--- src/rtl/spi_arbiter.sv ---
// Shares one SPI master between two requesters: 1-deep request buffer per port,
// round-robin launch, completion/read-data routing and a watchdog abort.
module spi_arbiter #(
    parameter int TIMEOUT_CYC = 4096,
    parameter int GAP_CYC     = 2
) (
    input  logic        clk,
    input  logic        rst_n,
    input  logic        wrt0,
    input  logic [2:0]  ss0,
    input  logic [15:0] data0,
    output logic        done0,
    input  logic        wrt1,
    input  logic [2:0]  ss1,
    input  logic [15:0] data1,
    output logic        done1,
    output logic        busy0,
    output logic        busy1,
    output logic        err,
    output logic        ovr,
    output logic [7:0]  rd_data,
    output logic        wrt_SPI,
    output logic [2:0]  ss,
    output logic [15:0] SPI_data,
    input  logic        SPI_done,
    input  logic [7:0]  EEP_data,
    output logic [1:0]  state_dbg
);

    localparam int TW = $clog2(TIMEOUT_CYC) + 1;
    localparam int GW = $clog2(GAP_CYC) + 1;
    localparam logic [TW-1:0] TIMEOUT_LAST = TW'(TIMEOUT_CYC - 1);
    localparam logic [GW-1:0] GAP_LAST     = GW'(GAP_CYC - 1);

    typedef enum logic [1:0] {IDLE, LAUNCH, BUSY, GAP} state_t;

    state_t          state;
    logic [TW-1:0]   timer;
    logic [GW-1:0]   gap_cnt;
    logic            owner;
    logic            rr_ptr;
    logic            pend0;
    logic            pend1;
    logic [2:0]      ss_buf0;
    logic [2:0]      ss_buf1;
    logic [15:0]     data_buf0;
    logic [15:0]     data_buf1;
    logic            pick;

    // Handshake: wrt_i is a one-cycle request taken whenever busy_i is low;
    // a wrt_i while busy_i is high is dropped and sets ovr; done_i retires it.
    assign busy0     = pend0;
    assign busy1     = pend1;
    assign state_dbg = state;

    // On a tie the port that was not served last wins.
    assign pick = (pend0 && pend1) ? ~rr_ptr : pend1;

    always_ff @(posedge clk or negedge rst_n) begin
        if (!rst_n) begin
            state     <= IDLE;
            timer     <= '0;
            gap_cnt   <= '0;
            owner     <= 1'b0;
            rr_ptr    <= 1'b0;
            pend0     <= 1'b0;
            pend1     <= 1'b0;
            ss_buf0   <= '0;
            ss_buf1   <= '0;
            data_buf0 <= '0;
            data_buf1 <= '0;
            done0     <= 1'b0;
            done1     <= 1'b0;
            err       <= 1'b0;
            ovr       <= 1'b0;
            rd_data   <= '0;
            wrt_SPI   <= 1'b0;
            ss        <= '0;
            SPI_data  <= '0;
        end else begin
            wrt_SPI <= 1'b0;
            done0   <= 1'b0;
            done1   <= 1'b0;
            err     <= 1'b0;

            if (wrt0) begin
                if (pend0) begin
                    ovr <= 1'b1;
                end else begin
                    pend0     <= 1'b1;
                    ss_buf0   <= ss0;
                    data_buf0 <= data0;
                end
            end
            if (wrt1) begin
                if (pend1) begin
                    ovr <= 1'b1;
                end else begin
                    pend1     <= 1'b1;
                    ss_buf1   <= ss1;
                    data_buf1 <= data1;
                end
            end

            case (state)
                IDLE: begin
                    if (pend0 || pend1) begin
                        owner    <= pick;
                        ss       <= pick ? ss_buf1 : ss_buf0;
                        SPI_data <= pick ? data_buf1 : data_buf0;
                        wrt_SPI  <= 1'b1;
                        state    <= LAUNCH;
                    end
                end
                LAUNCH: begin
                    timer <= '0;
                    state <= BUSY;
                end
                BUSY: begin
                    // A completion on the last watchdog cycle still wins over the abort.
                    if (SPI_done || timer == TIMEOUT_LAST) begin
                        rd_data <= SPI_done ? EEP_data : 8'hEE;
                        err     <= !SPI_done;
                        if (owner) begin
                            done1 <= 1'b1;
                            pend1 <= 1'b0;
                        end else begin
                            done0 <= 1'b1;
                            pend0 <= 1'b0;
                        end
                        rr_ptr  <= owner;
                        gap_cnt <= '0;
                        state   <= GAP;
                    end else begin
                        timer <= timer + 1'b1;
                    end
                end
                GAP: begin
                    if (gap_cnt == GAP_LAST) begin
                        state <= IDLE;
                    end else begin
                        gap_cnt <= gap_cnt + 1'b1;
                    end
                end
                default: state <= IDLE;
            endcase
        end
    end

endmodule

--- config.mk ---
export PLATFORM = sky130hd
export DESIGN_NAME = spi_arbiter
export DESIGN_NICKNAME = d
export VERILOG_FILES = /design/src/rtl/spi_arbiter.sv
export SDC_FILE = /design/constraint.sdc
export NUM_CORES = 1
export LEC_CHECK = 0
export CAP_MARGIN = 20
export CORE_UTILIZATION = 59
export CTS_BUF_LIST = sky130_fd_sc_hd__clkbuf_2
export CTS_CLUSTER_SIZE = 8
export DETAILED_ROUTE_END_ITERATION = 6
export DONT_BUFFER_PORTS = 1
export GPL_TIMING_DRIVEN = 0
export HOLD_SLACK_MARGIN = 0.02
export PLACE_DENSITY = 0.76
export SLEW_MARGIN = 25
export SYNTH_ARGS = -nofsm -noshare
export SYNTH_HDL_FRONTEND = slang
export SYNTH_SLANG_ARGS = --single-unit
--- constraint.sdc ---
create_clock -name clk -period 1.9 [get_ports clk]
set_clock_uncertainty 0.15 [all_clocks]
set_input_delay 0.38 -clock clk [delete_from_list [all_inputs] [get_ports clk]]
set_output_delay 0.38 -clock clk [all_outputs]
set_load 0.05 [all_outputs]
After elaboration in Yosys (flattened, before gate mapping)
Cells that the tools add are included.
- add/sub/neg operators: 2
- multipliers: 0
- divide/modulo/power cells: 0
- magnitude comparators: 0
- equal/unequal tests: 10
- shift operators: 0
- muxes and demuxes: 35
- bitwise logic cells: 3
- reductions and logical operators: 14
- operators by type and width (kind ; number):
    $pmux W13 S2 ; 1
    $mux W1 ; 23
    $mux W16 ; 1
    $add A13 B1 Y13 const B ; 1
    $eq A13 B12 Y1 const B ; 1
    $mux W13 ; 1
    $mux W2 ; 5
    $ne A2 B2 Y1 const B ; 5
    $reduce_and A2 Y1 ; 5
    $mux W8 ; 1
    $pmux W2 S4 ; 1
    $reduce_and A3 Y1 ; 2
    $eq A2 B1 Y1 const B ; 2
    $eq A2 B2 Y1 const B ; 2
    $pmux W2 S2 ; 1
    $reduce_bool A2 Y1 ; 2
    $mux W3 ; 1
    $not A1 Y1 ; 3
    $add A2 B1 Y2 const B ; 1
    $logic_not A2 Y1 ; 1
    $logic_or A1 B1 Y1 ; 2
    $logic_and A1 B1 Y1 ; 1
    $logic_not A1 Y1 ; 1
- flip-flop bits (word level): 91
- latch bits: 0
- RAM bits: 0
- ROM bits: 0
- bits of input ports: 51
- output and inout port bits: 36
- word-level logic and storage cells: 83
- memories kept: 0

Logic depth before layout (Yosys ltp)
- depth in word-level cells: 4
- mapped depth: 7
- depth with buffers taken out: 6

Worst setup path before layout
Ideal clock, no wire load.
- kind: register -> register
- from: reg state[0] (netlist: state_dbg[0])
- to: reg gap_cnt[0]
- library setup time: 0.126 ns
- arrival time: 1.938 ns
- required time: 1.624 ns
- path slack: -0.314 ns
- stages on the path, launching flop included: 8
- path buffers: 2
- clock period less this slack: 2.214 ns
- cells stage by stage: dfrtp_1 inv_1 ha_1 buf_2 nand2b_1 or2_2 clkbuf_2 a221o_1
- cells in the longest elaborated chain, start to end: 3
- elaborated cells on any way between the ends: 7
- those cells by class: eq/ne: 4; mux: 1; reduce/logical: 2
- RTL lines (what ; line ; text):
    from (decl) ; 37 ; state_t state;
    from (signal assigned) ; 61 ; state <= IDLE;
    from (signal assigned) ; 112 ; state <= LAUNCH;
    from (signal assigned) ; 117 ; state <= BUSY;
    $eq A2 B2 Y1 ; 105 ; case (state)
    $ne A2 B2 Y1 (no line) / $reduce_bool A2 Y1 (equally long branches) ; - ;
    $reduce_and A3 Y1 (no line) ; - ;
    to (signal assigned) ; 142 ; gap_cnt <= gap_cnt + 1'b1;
    to (decl) ; 39 ; logic [GW-1:0] gap_cnt;
Parallel ways exist; a longest one is shown, timed or not.
A chain may end at the register's enable or synchronous reset.

Final worst setup path
- from: reg timer[0]
- to: reg rr_ptr
- cells in the longest elaborated chain, start to end: 3
- RTL lines (what ; line ; text):
    from (decl) ; 38 ; logic [TW-1:0] timer;
    from (signal assigned) ; 135 ; timer <= timer + 1'b1;
    $eq A13 B12 Y1 ; 121 ; if (SPI_done || timer == TIMEOUT_LAST) begin
    $logic_or A1 B1 Y1 ; 121 ;
    $reduce_and A2 Y1 (no line) ; - ;
    to (signal assigned) ; 131 ; rr_ptr <= owner;
    to (decl) ; 41 ; logic rr_ptr;
No other way between the ends.

==> results_dict.tcl <==
set metrics [dict create \
    grt_antenna_before_repair 0 \
    die_width_um 83.3 \
    io_pins 87 \
    grt_pass1_vias 2813 \
    setup_tns_ns -0.00671 \
    grt_max_degree 92 \
    insertion_delay_ns 0.55 \
    synth_top_family_by_area "multiplexers" \
    slew-limit-headroom 0.662 \
    core_area_um2 6350 \
    ys_seq_area_frac 0.584 \
    drc 0 \
    worstHoldPathType "primary input to async pin" \
    finalInstanceArea_um2 4880 \
    synth_xor_area_frac 0 \
    worst_ep_required_time_ns 2.21 \
    violations "hold timing, setup timing" \
    yosysWarningCount 0 \
    gr-total-overflow 0 \
    synthMuxAreaShare 0.182 \
    yosysTopAreaCell "dfrtp_1" \
    critPathArrivalTime_ns 2.22 \
    placed_area_um2 4040 \
    start_util 0.614 \
    cts_tree "done" \
    placed_cells 387 \
    final_cell_mix "84 x dfrtp_1, 49 x dlygate4sd3_1, 39 x mux2_2" \
    final_max_slew_viol_count 0 \
    synth_edf_count 0 \
    critPathLaunch "timer[0]" \
    dr.pass1.iters 4 \
    synth_area_per_cell_um2 12.6 \
    powerDensity_nw_per_um2 1620 \
    row_count 29 \
    synthFlopType "dfrtp_1" \
    top_layer "met4" \
    crit_path_end_kind "flip-flop" \
    start_kind "flip-flop" \
    ctsHoldBuffers 49 \
    drt-initial-drc-count 112 \
    wl_um 8490 \
    hold_viol 91 \
    cts_inserted_buffers 9 \
    status "finished with violations" \
    worst_slew_pin_slew_ns 0.507 \
    grt_usage 0.252 \
    synthArstFlopShare 1.00 \
    synth-compound-area-share 0.0933 \
    yosys_register_bits 91 \
    wl_met1_um 3560 \
    gp_congestion 0.797 \
    die_height_um 83.3 \
    total_power_uw 7880 \
    r2r_start "timer[0]" \
    grt_pass1_wl_um 13600 \
    r2r_slack_ns -0.007 \
    stdcell_count 460 \
    htree_levels 3 \
    cap_violations 0 \
    post-route-util 0.768 \
    wl_per_cell_um 18.5 \
    dr_total_vias 2726 \
    grt_setup_unrepaired "yes" \
    clkSlewWorstSetupHoldPaths_ns 0.27 \
    cp_max_fo 7 \
    dieArea_um2 6940 \
    syn_to_final_growth_pct 25.0 \
    ir_worst_vdd_mv 1.23 \
    portBuffers 0 \
    synthAdderAreaFrac 0.0225 \
    viasPerCell 5.93 \
    diodes 0 \
    synth_area_leaders "dfrtp_1 58%, mux2_2 11%, mux2i_1 6.7%, o21ai_0 3.1%, nand2_1 3.0%" \
    final_common_cell "dfrtp_1" \
    ys_types 42 \
    min_period_over_period 1.00 \
    timing.final.crit_period_ns 1.91 \
    synth_top_area_frac 0.584 \
    postSynthCellCount 310 \
    finalSetupViolations 1 \
    routed-wl-met2_um 4370 \
    criticalPathCategory "flip-flop to flip-flop" \
    synth_area_um2 3900 \
    fmax_ghz 0.524 \
    fillers 383 \
    holdWs_ns -0.696 \
    worst_slack_ns -0.00671 \
    fin_nets 436 \
    root_buffer "clkbuf_2" \
    cts_buffer_depth 2 \
    drive_gt1_frac 0.285 \
    wl_met3_um 419 \
    power_leakage_uw 0.00212 \
    synth-simple-area-share 0.0914 \
    antenna_left 0 \
    clock-sinks 91 \
    dp_hpwl_um 4960 \
    syn_nets 368 \
]
metrics by stage:
stage,hold slack (ns),worst slack (ns)
6_report,-0.696,-0.00671
5_1_grt,-0.729,-0.108
4_1_cts,-0.690,-0.0718
3_5_place_dp,-0.0635,-0.305
3_3_place_gp,-0.0640,-0.265
2_1_floorplan,-0.0656,-0.0244
state kept, by name, indices dropped and copies added (netlist names), 2 cells and up:
register,cells
data_buf1,16
state_dbg,2
ss_buf0,3
ss_buf1,3
rd_data,8
timer,13
data_buf0,16
gap_cnt,2
ss,3
SPI_data,16
logic make-up after synthesis:
group,Yosys count
flip-flops,91
AO/OA/AOI/OAI,54
adder cells (fa/ha/maj),7
AND/OR/NAND/NOR,68
buffers and inverters,24
multiplexers,66
power breakdown:
group          total, µW  switching [µW]  internal (µW)
Sequential          4430            1690           2740
Clock                994             683            311
Combinational       2460            1140           1320
area by class of cell:
cell class / count / area (µm²) / area share
well taps: 77 / 96.3 / 0.0197
clock buffers: 9 / 45.0 / 0.00923
multi-input cells: 195 / 1650 / 0.339
flip-flops and latches: 91 / 2300 / 0.471
inverters: 8 / 32.5 / 0.00667
clock inverters: 7 / 76.3 / 0.0156
plain buffers: 14 / 111 / 0.0228
repair buffers: 59 / 569 / 0.117
routing by layer:
layer,vias up,global-route usage
met5,-,0
met4,0,0.114
met3,12,0.0557
met2,76,0.414
met1,1387,0.321
li1,1251,-
cells in the mapped netlist (3+ instances only):
cell      number
clkbuf_1       8
mux2i_1       26
buf_2          5
and3_1         3
nor4_1         4
ha_1           7
o22a_1         7
o21ai_0       24
mux2_2        39
dfrtp_1       91
o31ai_1        3
inv_1          8
nand2b_1       4
nand2_1       31
nor2_1         5
a221o_1        3
nand3_1        4
nor2b_1        3
worst paths after layout:
path / to / cells after the start
max: rr_ptr / 7
min: SPI_data[0] / 0
max reg2reg: rr_ptr / 7
min reg2reg: err / 1
max in group asynchronous: timer[5] / 0
min in group clk: rr_ptr / 3
worst max-delay path, cell delays in order (launching register included):
cell,delay (ns)
dfrtp_1,0.45
ha_4,0.15
nand4_1,0.18
nor4_4,0.19
buf_4,0.19
o21a_1,0.13
buf_6,0.10
mux2_4,0.28
what timing repair did:
action	CTS	global route
setup endpoints to repair	71	49
setup buffers	9	1
gates resized for setup	28	31
pin swaps	4	5
endpoints found under the hold margin	144	91
Note: power is estimated with default switching activity, not from simulation.
